**src/rtl/mult_datapath.sv**
```systemverilog
// Operand/accumulator datapath for a sequential MSB-first shift-add multiplier.
// Holds multiplicand, multiplier shift register and 2W accumulator; captures results and flags strobe misuse.
module mult_datapath #(
    parameter int unsigned W = 8
) (
    input  logic                    clk,
    input  logic                    rst,
    input  logic                    init,
    input  logic                    shift,
    input  logic                    add,
    input  logic                    ready,
    input  logic [W-1:0]            multiplicand,
    input  logic [W-1:0]            multiplier,
    output logic                    msb_multiplier,
    output logic [2*W-1:0]          product,
    output logic                    product_valid,
    output logic                    busy,
    output logic [$clog2(W+1)-1:0]  iter_count,
    output logic                    proto_err
);

    localparam int unsigned CW = $clog2(W + 1);
    localparam int unsigned PW = 2 * W;

    logic [W-1:0]  a_q, a_d;
    logic [W-1:0]  m_q, m_d;
    logic [PW-1:0] p_q, p_d;
    logic          ready_q, ready_d;
    logic [CW-1:0] iter_q, iter_d;
    logic          busy_q, busy_d;
    logic [PW-1:0] product_q, product_d;
    logic          product_valid_q, product_valid_d;
    logic          proto_err_q, proto_err_d;
    logic          capture;
    logic          iter_full;

    assign msb_multiplier = m_q[W-1];
    assign product        = product_q;
    assign product_valid  = product_valid_q;
    assign busy           = busy_q;
    assign iter_count     = iter_q;
    assign proto_err      = proto_err_q;

    assign capture   = ready && !ready_q && busy_q;
    assign iter_full = (iter_q == CW'(W));

    // Capture is evaluated first so a same-edge init still sees the old P and re-arms busy.
    always_comb begin
        a_d             = a_q;
        m_d             = m_q;
        p_d             = p_q;
        ready_d         = ready;
        iter_d          = iter_q;
        busy_d          = busy_q;
        product_d       = product_q;
        product_valid_d = 1'b0;
        proto_err_d     = proto_err_q;

        if (capture) begin
            product_d       = p_q;
            product_valid_d = 1'b1;
            busy_d          = 1'b0;
            if (!iter_full) begin
                proto_err_d = 1'b1;
            end
        end

        if (init) begin
            a_d    = multiplicand;
            m_d    = multiplier;
            p_d    = '0;
            iter_d = '0;
            busy_d = 1'b1;
            if (shift || add) begin
                proto_err_d = 1'b1;
            end
        end else if (shift) begin
            p_d = PW'(p_q << 1) + (add ? {{W{1'b0}}, a_q} : {PW{1'b0}});
            m_d = {m_q[W-2:0], 1'b0};
            if (iter_full) begin
                proto_err_d = 1'b1;
            end else begin
                iter_d = iter_q + CW'(1);
            end
            if (!busy_q) begin
                proto_err_d = 1'b1;
            end
        end else if (add) begin
            proto_err_d = 1'b1;
        end
    end

    always_ff @(posedge clk) begin
        if (rst) begin
            a_q             <= '0;
            m_q             <= '0;
            p_q             <= '0;
            ready_q         <= 1'b1;
            iter_q          <= '0;
            busy_q          <= 1'b0;
            product_q       <= '0;
            product_valid_q <= 1'b0;
            proto_err_q     <= 1'b0;
        end else begin
            a_q             <= a_d;
            m_q             <= m_d;
            p_q             <= p_d;
            ready_q         <= ready_d;
            iter_q          <= iter_d;
            busy_q          <= busy_d;
            product_q       <= product_d;
            product_valid_q <= product_valid_d;
            proto_err_q     <= proto_err_d;
        end
    end

endmodule

```
**config.mk**
```make
export PLATFORM = sky130hd
export DESIGN_NAME = mult_datapath
export DESIGN_NICKNAME = d
export VERILOG_FILES = /design/src/rtl/mult_datapath.sv
export SDC_FILE = /design/constraint.sdc
export NUM_CORES = 1
export LEC_CHECK = 0
export CAP_MARGIN = 20
export CORE_AREA = 2 2 88 56
export DETAILED_ROUTE_END_ITERATION = 10
export DIE_AREA = 0 0 90 58
export DONT_BUFFER_PORTS = 1
export PLACE_DENSITY = 0.73
export SYNTH_ARGS = -nofsm -noshare
export SYNTH_HDL_FRONTEND = slang
export SYNTH_SLANG_ARGS = --single-unit
```
**constraint.sdc**
```tcl
create_clock -name clk -period 2.2 [get_ports clk]
set_input_delay 0.33 -clock clk [delete_from_list [all_inputs] [get_ports clk]]
set_output_delay 0.33 -clock clk [all_outputs]
set_load 0.05 [all_outputs]
```
---- Word-level counts from Yosys, hierarchy flattened ----
Cells that the tools add are included.
word-level totals
  input port bits ......................... 22
  register bits ........................... 56
  word-level logic and storage cells ...... 35
  output and inout port bits .............. 24
operators by class
  reduce and logical (&&, ||, !) cells .... 8
  eq/ne operators ......................... 1
  add/subtract/negate cells ............... 2
  bitwise logic cells ..................... 1
  mux-type cells .......................... 14
operators by type and width
  cell                                         count
  two-way mux 8 bit                            3
  adder 16 x 8 -> 16 bit                       1
  two-way mux 1 bit                            11
  adder 4 x 1 -> 4 bit, second input constant  1
  == test 4 bit, second input constant         1
  nonzero test 2 bit                           2
  logical AND 1 bit                            2
  AND reduction 2 bit                          1
  OR reduction 2 bit                           1
  logical NOT 1 bit                            1
  logical OR 1 bit                             1
  inverter 1 bit                               1

---- Logic depth before layout (Yosys ltp) ----
Gate-level depths: netlist of the first run.
  word-level depth ........................ 8
  gate-level depth with buffers ........... 7
  depth with buffers taken out ............ 7

---- Worst setup path before layout of the first run ----
OpenSTA, ideal clock, no wires.
  path kind ............................... input -> register
  from .................................... input port add
  to ...................................... register p_q[13]
  cell stages on the path ................. 7
  data required time ...................... 2063 ps
  slack ................................... 272 ps
  arrival time ............................ 1791 ps
  library setup time ...................... 137 ps
  path buffers ............................ 0
  cell sequence ........................... and2_1 -> ha_1 -> fa_1 -> a211oi_1 -> o211a_1 -> or3_2 -> a31oi_1
on the way
  cells in the longest elaborated chain, start to end .. 2
ends and longest elaborated chain
  element                 RTL line  source
  start, declared         10        input logic add,
  two-way mux 8 bit       78        p_d = PW'(p_q << 1) + (add ? {{W{1'b0}}, a_q} : {PW{1'b0}});
  adder 16 x 8 -> 16 bit  78
  end signal, assigned    107       p_q <= p_d;
  end, declared           27        logic [PW-1:0] p_q, p_d;
No other way between the ends.
A chain may end at the register's enable or synchronous reset.

---- Worst setup path after layout of the first run ----
  from .................................... register a_q[1]
  to ...................................... register p_q[15]
on the way
  cells in the longest elaborated chain, start to end .. 2
ends and longest elaborated chain
  element                 RTL line  source
  start, declared         25        logic [W-1:0] a_q, a_d;
  start signal, assigned  95        a_q <= '0;
  start signal, assigned  105       a_q <= a_d;
  two-way mux 8 bit       78
  adder 16 x 8 -> 16 bit  78
No other way between the ends.

==> reports/summary.txt, run 1 <==
layout cell share with drive strength beyond 1 = 8.33%
GRT overflow = 0
final-layout fill cell count = 420
TritonCTS clock tree = built
Ys Warns = 0
Min-Delay Path Class = in2reg
CTS sink count = 56
synth unique cells = 36
post-synthesis sequential area ratio = 44.0%
fin util = 61.4%
Tmin final = 2050 ps
clock share of power = 32.4%
setup violators final = 0
drt initial violations = 160
CP startpoint = a_q[1]
Initial Util = 57.6%
core area = 4420 sq um
RSZ-0062 raised after global routing = false
Worst-path clk slew = 100 ps
number of I/O port buffers = 0
Seq pwr share = 60.8%
Netlist Area Pre-Place = 2550 sq um
CTS root buf = clkbuf_8
post-synthesis area per instance = 8.46 sq um
drt first pass iters = 5
gr usage total = 21.3%
dpl hpwl = 3860 um
vias in the first global route = 1770
die extent in y = 58 um
area grow syn2layout = 6.63%
vias per inst = 5.67
initial antenna violation count = 0
CP Max Fanout = 8
Synth Instances = 301
Setup Fix Bufs, Post-CTS = 0
Leak = 1.04 nW
Max Root-Sink Buffers = 2
outcome = finished, final reports clean
Worst Hold Slack = 63.4 ps
register bit count reported by yosys = 56
H-Tree Depth = 2
Hold Fails Final Rpt = 0
Tcrit/Tclk final = 93.2%
P per Cell Area = 650 nW/um^2
reg2reg start = a_q[1]
Arrival @ worst endpoint = 2300 ps
Row Count = 19
fmax = 0.488 GHz
worst slew pin tran = 580 ps
# IOs = 46
DRT Wirelength = 5400 um
finished layout cell area = 2720 sq um
drt drc = 0
combinational share of power = 6.7%
Area after DPL = 2620 sq um
r2r worst-path depth = 7
hold_buf cts = 0
max_cap viols = 0
setup TNS = 0 ps
max-slew violation count = 0
Num CTS Buffers = 5
die area = 5220 sq um
Data required, critical path = 2450 ps
final net count = 331
Worst VDD drop = 0.000318 V
Final Total Pwr = 1.77 mW
syn_nets = 333
FF-to-FF setup slack = 150 ps
final antenna-violating net count = 0
switching fraction of total power = 24.9%
clock latency on the worst-skew pair = 310 ps
reg2reg end = p_q[15]
Critical Path Sink Type = register
largest net degree at the start of global routing = 42
gpl congestion = 0.890
first-pass GRT wire length = 8830 um
PostCTS Resize Cnt = 0
CP startpoint kind = register
skew final = 9.38 ps
routed len/inst = 14.9 um
Die X-Extent = 90 um
via count = 2057
diodes inserted = 0
P_int = 1.33 mW
switching power = 440 uW
Slew headroom = 61.3%
Worst setup endpoint = p_q[15]
CP Class = reg2reg
## logic make-up (layout without fill, tap and decap cells)
kind of cell / Yosys count / in the layout / synth area share (%)
fa+ha+maj: 10 / 10 / 5.21
mux: 17 / 17 / 6.68
flops: 56 / 56 / 44.0
xor+xnor: 8 / 8 / 2.75
buf+inv: 24 / 23 / 3.59
simple gates: 114 / 114 / 21.2
compound gates: 72 / 72 / 16.6
## worst min-delay path by stage
stage / slack (ps) / depth (start not counted) / start / end
5_1_grt: 50 / 1 / rst / product[1]
3_3_place_gp: 400 / 1 / rst / proto_err
2_1_floorplan: 430 / 2 / p_q[15] / product[15]
3_5_place_dp: 410 / 1 / rst / proto_err
6_report: 60 / 1 / rst / proto_err
4_1_cts: 60 / 1 / rst / proto_err
## final cells by class
| class | count | area, sq um | area share [%] |
|---|---|---|---|
| multi-input combinational | 221 | 1340 | 49.3 |
| sequential | 56 | 1120 | 41.3 |
| tap | 63 | 78.8 | 2.90 |
| clock buffer | 5 | 68.8 | 2.53 |
| timing repair buffer | 8 | 60.1 | 2.21 |
| inverter | 7 | 26.3 | 0.967 |
| clock inverter | 3 | 21.3 | 0.783 |
## Yosys cell counts (all sizes together)
cell | count | area (sq um)
dfxtp | 56 | 1120
nand2 | 40 | 150
nor2 | 34 | 128
a21oi | 32 | 160
mux2i | 17 | 170
o21ai | 15 | 75.1
clkbuf | 13 | 48.8
ha | 9 | 113
and2 | 8 | 50.1
a31oi | 7 | 43.8
inv | 7 | 26.3
nand3b | 7 | 52.6
nand4 | 6 | 37.5
nand3 | 5 | 25.0
buf | 4 | 16.3
xnor2 | 4 | 35.0
xor2 | 4 | 35.0
a211oi | 3 | 22.5
a31o | 3 | 26.3
nand2b | 3 | 18.8
o211ai | 3 | 22.5
or2 | 3 | 18.8
a211o | 2 | 17.5
a21o | 2 | 15.0
o31ai | 2 | 15.0
or3 | 2 | 15.0
or4 | 2 | 15.0
a22oi | 1 | 7.51
and3 | 1 | 6.26
and3b | 1 | 8.76
and4 | 1 | 8.76
fa | 1 | 20.0
nor2b | 1 | 6.26
o211a | 1 | 10.0
o22ai | 1 | 6.26
## registers in the layout (all words and copies together) (netlist names)
signal         cells
product           16
a_q                8
iter_count         4
busy               1
m_q                8
ready_q            1
proto_err          1
product_valid      1
p_q               16
## per-layer routing
metal / part of all wire (%) / GRT usage, % / routed length, um / vias up
li1: - / - / - / 1045
met4: 0.89 / 6.59 / 48 / 0
met2: 40 / 28.8 / 2170 / 56
met1: 52 / 33.0 / 2800 / 951
met5: 0 / 0 / 0 / -
met3: 7.1 / 5.59 / 382 / 5
## through the flow
stage | setup slack (ps) | std cells
after floorplan | 272 | 301
after global placement | 173 | 355
after detailed placement | 113 | 355
after CTS | 137 | 363
after global routing | 5.44 | 363
final | 150 | 363
## critical path, stage by stage (launching register included)
cell and delay, ps:
dfxtp_1 330, and2_1 120, ha_1 200, fa_1 270, a211oi_2 100, o211a_1 290
or4_1 510, a31oi_1 160
## power by group through the flow
stage                     logic [mW]  clock network [mW]  registers (mW)
final                          0.119               0.573            1.07
after global placement         0.115                   0            1.10
after CTS                      0.119               0.592            1.07
after global routing           0.133               0.619            1.08
after floorplan                0.112                   0            1.10
after detailed placement       0.118                   0            1.10
## layout by cell type, fill, tap and decap left out, types with 2 or more instances in the layout
cell type,instances
a211o_1,2
a211oi_1,2
a21o_1,2
a21oi_1,32
a31o_2,3
a31oi_1,7
and2_1,8
buf_4,8
clkbuf_8,5
dfxtp_1,56
ha_1,9
inv_1,7
mux2i_1,17
nand2_1,40
nand2b_1,3
nand3_1,5
nand3b_1,7
nand4_1,6
nor2_1,34
o211ai_1,3
o21ai_0,15
o31ai_1,2
or2_2,3
or3_2,2
or4_1,2
xnor2_1,4
xor2_1,4
Note: power is estimated with default switching activity, not from simulation.
==> run 2: changes to the inputs <==
--- a/config.mk
+++ b/config.mk
@@ -6,9 +6,9 @@
 export NUM_CORES = 1
 export LEC_CHECK = 0
 export CAP_MARGIN = 20
-export CORE_AREA = 2 2 88 56
+export CORE_AREA = 2 2 63 77
 export DETAILED_ROUTE_END_ITERATION = 10
-export DIE_AREA = 0 0 90 58
+export DIE_AREA = 0 0 65 79
 export DONT_BUFFER_PORTS = 1
 export PLACE_DENSITY = 0.73
 export SYNTH_ARGS = -nofsm -noshare
==> run 2 against run 1 <==
Net effect: die area is 1.6% lower; non-clock buffer count stayed put; routed wire length is 4.6% lower; final area is 0.55% higher; via count is 0.83% lower; largest cell class unchanged; sequential cell count stayed put; maximum frequency is 1.4% lower; sequential share of layout area is 0.23 points lower; setup slack worse by 30 ps; total power is 4.9% higher; clock skew is 1.5 ps higher.
==> reports/summary.txt, run 2 (synthesis gave the netlist of run 1 again) <==
outcome = finished, final reports clean
post-route setup slack = 120 ps (-29.7 ps)
Top delay family on crit path = simple AND/OR/NAND/NOR gates
Area after DPL = 2620 sq um (-0.24%)
Tmin final = 2080 ps (+29.7 ps)
drt initial violations = 130 (-19%)
Cells on Worst Hold Path = 1 (unchanged)
Data required, critical path = 2450 ps (about the same)
hold_buf cts = 0 (unchanged)
CP Class = reg2reg
slowest cell on the critical path = or4_1
H-Tree Depth = 2 (unchanged)
max-slew violation count = 0 (unchanged)
clock latency on the worst-skew pair = 310 ps (about the same)
die area = 5140 sq um (-1.6%)
Leak = 1.05 nW (+0.97%)
Final Total Pwr = 1.85 mW (+4.9%)
diodes inserted = 0 (unchanged)
die extent in y = 79 um (+36%)
via count = 2040 (-0.83%)
drt drc = 0 (unchanged)
worst slew pin tran = 571 ps (-9.30 ps)
largest net degree at the start of global routing = 42 (unchanged)
vias in the first global route = 1943 (+9.8%)
area grow syn2layout = 7.22%
commonest non-fill, non-tap cell in the layout = dfxtp_1
PostCTS Resize Cnt = 0 (unchanged)
met2 wire length = 2650 um (+22%)
Worst VDD drop = 0.000498 V (+57%)
Initial Util = 57.6% (about the same)
final net count = 331 (unchanged)
Worst Hold Slack = 72.6 ps (+9.28 ps)
Routed met3 length = 288 um (-25%)
Num CTS Buffers = 5 (unchanged)
Tcrit/Tclk final = 94.5% (+1.3 points)
gpl congestion = 0.802 (-9.9%)
Arrival @ worst endpoint = 2330 ps (+30 ps)
drt first pass iters = 4 (-1)
Min-Delay Path Class = in2reg
first-pass GRT wire length = 9070 um (+2.7%)
CP Depth = 7 (unchanged)
setup TNS = 0 ps (unchanged)
Metal-1 WL = 2120 um (-24%)
Max Root-Sink Buffers = 2 (unchanged)
DR top layer = met4
GRT overflow = 0 (unchanged)
routed len/inst = 14.4 um (-3.3%)
setup violators final = 0 (unchanged)
gr usage total = 22.6% (+1.3 points)
CTS root buf = clkbuf_8
worst path bufs/invs = 0 (unchanged)
skew final = 10.9 ps (+1.49 ps)
Critical Path Sink Type = register
DRT Wirelength = 5150 um (-4.6%)
dpl hpwl = 3680 um (-4.7%)
P per Cell Area = 678 nW/um^2 (+4.4%)
Die X-Extent = 65 um (-28%)
number of I/O port buffers = 0 (unchanged)
commonest non-fill, non-tap cells in the layout = dfxtp_1 (56), nand2_1 (40), nor2_1 (34)
r2r worst-path depth = 7 (unchanged)
finished layout cell area = 2730 sq um (+0.55%)
CTS sink count = 56 (unchanged)
Crit path largest cell delay = 510 ps (about the same)
Slew headroom = 61.9% (+0.62 points)
# IOs = 46 (unchanged)
fmax = 0.481 GHz (-1.4%)
layout cell share with drive strength beyond 1 = 8.67% (+0.33 points)
initial antenna violation count = 0 (unchanged)
critical-path cell list = and2_1, ha_1, fa_1, a211oi_2, o211a_2, or4_1, a31oi_1
Row Count = 27 (+8)
TritonCTS clock tree = built
final antenna-violating net count = 0 (unchanged)
CP Max Fanout = 8 (unchanged)
pre-CTS setup slack = 119 ps (+6.11 ps)
Worst-path clk slew = 100 ps (about the same)
Setup Fix Bufs, Post-CTS = 0 (unchanged)
CP startpoint kind = register
max_cap viols = 0 (unchanged)
Hold Fails Final Rpt = 0 (unchanged)
core area = 4430 sq um (about the same)
vias per inst = 5.70 (+0.56%)
[run 2: metal layers]
metal / global-route usage, % / vias to the layer above
li1: - / 1037
met1: 26.6 / 933
met2: 38.9 / 61
met3: 6.09 / 9
met4: 8.72 / 0
met5: 0 / -
[run 2: power by group]
part	switching, mW	leakage (nW)	internal [mW]
Sequential	0.0316	0.456	1.04
Combinational	0.0597	0.539	0.0559
Clock	0.326	0.0541	0.337
[run 2: cell type report]
class                           count  area (sq um)
Fill cell                         402          1690
Inverter                            7          26.3
Timing Repair Buffer                8          60.1
Tap cell                           58          72.6
Multi-Input combinational cell    221          1340
Clock inverter                      3          42.5
Sequential cell                    56          1120
Clock buffer                        5          68.8
[run 2: worst paths after layout]
| path | startpoint | endpoint | slack [ps] |
|---|---|---|---|
| setup / recovery | a_q[1] | p_q[15] | 120 |
| hold / removal | rst | product[14] | 70 |
| setup reg to reg | a_q[1] | p_q[15] | 120 |
| hold reg to reg | p_q[6] | product[6] | 480 |
[run 2: metrics by stage]
| stage | instances | utilization [%] |
|---|---|---|
| 2_1_floorplan | 301 | - |
| 3_3_place_gp | 350 | 59.1 |
| 3_5_place_dp | 350 | 59.1 |
| 4_1_cts | 358 | 61.6 |
| 5_1_grt | 358 | 61.7 |
| 6_report | 358 | 61.7 |
